File: config.mk
export PLATFORM = sky130hd
export DESIGN_NAME = word2byte
export DESIGN_NICKNAME = d
export VERILOG_FILES = /design/src/rtl/word2byte.sv
export SDC_FILE = /design/constraint.sdc
export NUM_CORES = 1
export LEC_CHECK = 0
export ABC_AREA = 1
export CAP_MARGIN = 0
export CORE_MARGIN = 5
export CORE_UTILIZATION = 41
export DETAILED_ROUTE_END_ITERATION = 6
export PLACE_DENSITY = 0.75
export SETUP_SLACK_MARGIN = 0.05
export SYNTH_ARGS = -nofsm -noshare
export SYNTH_HDL_FRONTEND = slang
export SYNTH_SLANG_ARGS = --single-unit
File: constraint.sdc
create_clock -name clk -period 1.4 [get_ports clk]
set_clock_uncertainty 0.05 [all_clocks]
set_input_delay 0.28 -clock clk [delete_from_list [all_inputs] [get_ports clk]]
set_output_delay 0.28 -clock clk [all_outputs]
set_load 0.05 [all_outputs]
File: src/rtl/word2byte.sv
// word2byte: word-to-byte serializer with a double-buffered input.
// An active shift register feeds the byte port while a pending register
// holds the next word, so consecutive words stream with no idle cycles.
// Optional macro WORD2BYTE_LAST_EN adds the byte_last output.
//
// state | meaning
// IDLE  | active register empty, nothing presented on the byte port
// SEND  | active register valid, bytes being presented
module word2byte #(
    parameter int BPW       = 4,
    parameter int MSB_FIRST = 0
) (
    input  logic             clk,
    input  logic             rst,
    input  logic             in_rdy,
    input  logic [BPW*8-1:0] word_in,
    output logic             in_akn,
    input  logic             out_akn,
    output logic             out_rdy,
    output logic [7:0]       byte_out,
`ifdef WORD2BYTE_LAST_EN
    output logic             byte_last,
`endif
    output logic             busy
);

    localparam int W  = BPW * 8;
    localparam int CW = (BPW > 1) ? $clog2(BPW) : 1;
    localparam logic [CW-1:0] LAST = CW'(BPW - 1);

    typedef enum logic {IDLE, SEND} state_t;

    state_t         state_q, state_d;
    logic [W-1:0]   act_q, act_d;
    logic [W-1:0]   pend_q, pend_d;
    logic           pend_v_q, pend_v_d;
    logic [CW-1:0]  cnt_q, cnt_d;
    logic           out_rdy_d, in_akn_d, busy_d;
    logic [7:0]     byte_out_d;
    logic           in_xfer, out_xfer, finish, present;
`ifdef WORD2BYTE_LAST_EN
    logic           last_d;
`endif

    // State, storage and registered outputs.
    always_ff @(posedge clk or negedge rst) begin
        if (!rst) begin
            state_q  <= IDLE;
            act_q    <= '0;
            pend_q   <= '0;
            pend_v_q <= 1'b0;
            cnt_q    <= '0;
            out_rdy  <= 1'b0;
            byte_out <= 8'h00;
            in_akn   <= 1'b0;
            busy     <= 1'b0;
`ifdef WORD2BYTE_LAST_EN
            byte_last <= 1'b0;
`endif
        end else begin
            state_q  <= state_d;
            act_q    <= act_d;
            pend_q   <= pend_d;
            pend_v_q <= pend_v_d;
            cnt_q    <= cnt_d;
            out_rdy  <= out_rdy_d;
            byte_out <= byte_out_d;
            in_akn   <= in_akn_d;
            busy     <= busy_d;
`ifdef WORD2BYTE_LAST_EN
            byte_last <= last_d;
`endif
        end
    end

    // Next-state logic: load, shift, pending hand-off and output values.
    always_comb begin
        state_d   = state_q;
        act_d     = act_q;
        pend_d    = pend_q;
        pend_v_d  = pend_v_q;
        cnt_d     = cnt_q;
        out_rdy_d = out_rdy;
        present   = 1'b0;
        in_xfer   = in_rdy && in_akn;
        out_xfer  = out_rdy && out_akn;
        finish    = 1'b0;

        case (state_q)
            IDLE: begin
                if (in_xfer) begin
                    act_d     = word_in;
                    cnt_d     = '0;
                    state_d   = SEND;
                    out_rdy_d = 1'b1;
                    present   = 1'b1;
                end
            end
            SEND: begin
                finish = out_xfer && (cnt_q == LAST);
                if (out_xfer) begin
                    if (cnt_q == LAST) begin
                        cnt_d = '0;
                        if (pend_v_q) begin
                            act_d    = pend_q;
                            pend_v_d = 1'b0;
                            present  = 1'b1;
                        end else if (in_xfer) begin
                            // Bypass: the finishing word frees ACT on this edge.
                            act_d   = word_in;
                            present = 1'b1;
                        end else begin
                            state_d   = IDLE;
                            out_rdy_d = 1'b0;
                        end
                    end else begin
                        act_d   = (MSB_FIRST != 0) ? (act_q << 8) : (act_q >> 8);
                        cnt_d   = cnt_q + 1'b1;
                        present = 1'b1;
                    end
                end
                if (in_xfer && !(finish && !pend_v_q)) begin
                    pend_d   = word_in;
                    pend_v_d = 1'b1;
                end
            end
        endcase

        // byte_out keeps its last value when the block drains to IDLE.
        if (present)
            byte_out_d = (MSB_FIRST != 0) ? act_d[W-1 -: 8] : act_d[7:0];
        else
            byte_out_d = byte_out;

        in_akn_d = !pend_v_d;
        busy_d   = (state_d == SEND) || pend_v_d;
`ifdef WORD2BYTE_LAST_EN
        last_d   = out_rdy_d && (cnt_d == LAST);
`endif
    end

endmodule
==> flow_summary_export.csv <==
group,metric,value,unit
status,status,"finished with violations",
status,failed_checks,"setup timing",
place,dp_cells,804,
clocking,tritoncts,"yes",
drt,vias_per_cell,5.347,
clocking,h-tree-depth,3,
power,power.density,2184,nW/um2
place,pre_cts_slack,-0.4260,ns
grt,met2_usage,0.3432,
synthesis,syn-mean-instance-area,7.060,um2
critical_path,critPathMaxFanout,7,
synthesis,ys_types,23,
clocking,root_buffer,"clkbuf_8",
synthesis,synth_top_area_share,0.4568,
floorplan,io_pins,47,
drt,drtAntennaViolNets,0,
finish,final_area,6180,um2
finish,drive_gt1_frac,0.2518,
power,power_frac_clock,0.138,
critical_path,cp-end-kind,"flip-flop",
hold_path,hold_class,"in2async",
clocking,cts_buffer_depth,2,
finish,final_cells,835,
grt,busiest_layer,"met2",
drt,vias,4465,
power,leakage,2.968,nW
power,p_seq_frac,0.308,
sta,hold_violations,0,
sta,fin_hold_ws,0.2716,ns
drt,routed_wl,12880,um
grt,grt_max_degree,31,
clocking,cts_buffers,9,
sta,fmax,0.6767,GHz
sta,final.min_clock_period,1.478,ns
power,ir_drop,1.191,mV
drt,drc,0,
power,power.internal,7.493,mW
power,comb_power_share,0.554,
finish,diodes,0,
sta,finalMaxSlewViolations,0,
synthesis,synthTopCellsByArea,"dfrtp_1 46%, nand2_1 17%, o21ai_0 7.2%",
sta,worst_pin_slew,0.3202,ns
grt,grt_pass1_wl,20680,um
critical_path,start_kind,"flip-flop",
critical_path,worstPathArrival,1.68,ns
finish,fin_nets,732,
critical_path,crit_required,1.60,ns
clocking,clock-sinks,79,
grt,antenna_found_initial,0,
synthesis,netlist_area,4328,um2
power,power_switching,6.002,mW
synthesis,ys_seq_area_frac,0.4568,
drt,drtPass1Iterations,5,
sta,min_period_over_period,1.056,
sta,rsz0062_at_grt,"yes",
floorplan,num_rows,37,
grt,grt_remaining_overflow,0,
place,routabilityCongestion,0.8877,
synthesis,syn_inst,613,
finish,syn2layout_area_growth,42.79,%
floorplan,core-area,10320,um2
floorplan,dieArea,12710,um2
grt,grt_pass1_vias,4547,
floorplan,start_util,0.4192,
place,portBuffers,46,
synthesis,yosysWarnings,0,
synthesis,syn_nets,651,
synthesis,yosys.area.top_type,"dfrtp_1",
drt,drtIter0Drc,446,
floorplan,die_h,112.7,um
floorplan,die_w,112.7,um
place,dp_hpwl,8416,um
grt,grt_use_met3,0.03636,
sta,setup_ws,-0.07773,ns
place,place_area,5340,um2
synthesis,ys_ff_latch,79,
clocking,clkTransAtPathRegs,0.08,ns
power,fin_total_pwr,13.50,mW
drt,wire_per_inst,15.43,um
critical_path,path_class,"reg2reg",
run,cap_violations,0,
sta,relSlewSlack,0.7865,
power,switching_share,0.4448,
grt,track_usage,0.1961,
sta,setup_viol,46,
grt,use_met1,0.2445,
critical_path,r2r_setup_slack,-0.08,ns
clocking,insertion_delay,0.35,ns
## state kept, by name (all words and copies together), names as in the netlist, 2 cells and up
| name | cells |
|---|---|
| byte_out | 8 |
| cnt_q | 2 |
| act_q | 32 |
| pend_q | 32 |
## cells by family after synthesis
kind of cell,after synthesis,share of synthesized area
and+or+nand+nor,303,0.2749
AOI/OAI and AO/OA,140,0.1633
buffers and inverters,88,0.09685
DFF,79,0.4568
adders and majority gates,2,0.005781
muxes,1,0.002313
## layout make-up
| cell class | count | area (um2) |
|---|---|---|
| repair buffers | 107 | 1282 |
| flip-flops and latches | 79 | 1981 |
| fillers | 852 | 4144 |
| well taps | 136 | 170.2 |
| multi-input cells | 446 | 2326 |
| clock buffers | 9 | 123.9 |
| inverters | 51 | 209.0 |
| clock inverters | 7 | 87.58 |
## worst paths after layout
path                        startpoint          to  depth (start not counted)
max reg2reg                     in_akn   act_q[20]                          8
min in group clk           word_in[21]  pend_q[21]                          3
min                                rst    cnt_q[1]                          2
max                             in_akn   act_q[20]                          8
max in group asynchronous          rst      in_akn                          3
min reg2reg                 pend_q[11]  pend_q[11]                          2
## layer usage
layer | routed length [um] | share of wire
met3 | 797 | 0.062
met1 | 5221 | 0.41
met4 | 157 | 0.012
met5 | 0 | 0
met2 | 6707 | 0.52
## power by group through the flow
stage	sequential, mW	combinational (mW)	clock, mW
global route	4.27	8.17	2.00
finish	4.15	7.48	1.86
global placement	3.97	5.89	0
floorplan	4.21	3.78	0
detailed placement	4.03	6.11	0
CTS	4.06	6.63	1.89
## synth_stat cells, drive strengths merged
cell type and count:
ha 2, nand2 196, mux2i 1, buf 25, nand3 28, inv 51
a31oi 1, o21ai 88, o22ai 1, clkbuf 12, nor2 79, a21oi 50
dfrtp 79
## critical path, cell delays in order (launching register included)
cell	delay (ns)
dfrtp_2	0.47
nand2_8	0.13
inv_8	0.05
buf_12	0.13
buf_12	0.14
o21ai_4	0.14
nor2_1	0.06
a21oi_1	0.11
nand2_1	0.07
## metrics by stage
step                        util  TNS (ns)
after floorplan                -    -3.069
after global placement    0.5173    -21.18
after detailed placement  0.5173    -23.46
after CTS                 0.5619   -0.2890
after global routing      0.5986    -5.338
final                     0.5986    -1.651
## what timing repair did
action,in CTS,in global routing
gates cloned,0,4
pin swaps,21,26
gates resized for setup,53,73
setup buffers,8,4
endpoints found under the setup margin,72,72
hold endpoints to repair,63,0
hold buffers,1,0
## placed cells by master, fill, tap and decap left out, types with 2 or more instances in the layout
master / n
a21oi_1: 35
nand2_1: 173
inv_4: 2
bufinv_16: 2
a21oi_4: 2
a21oi_2: 13
dfrtp_1: 76
inv_2: 2
dfrtp_2: 3
nand2_2: 17
clkbuf_8: 9
nor2_1: 73
buf_6: 12
clkbuf_16: 4
o21ai_2: 21
buf_8: 2
nand2_4: 5
nand3_1: 25
o21ai_1: 52
buf_12: 21
o21ai_4: 8
nor2_2: 5
nand3_4: 2
clkinv_2: 4
inv_1: 45
ha_4: 2
o21ai_0: 7
clkdlybuf4s50_1: 33
buf_4: 33
Note: power is estimated with default switching activity, not from simulation.
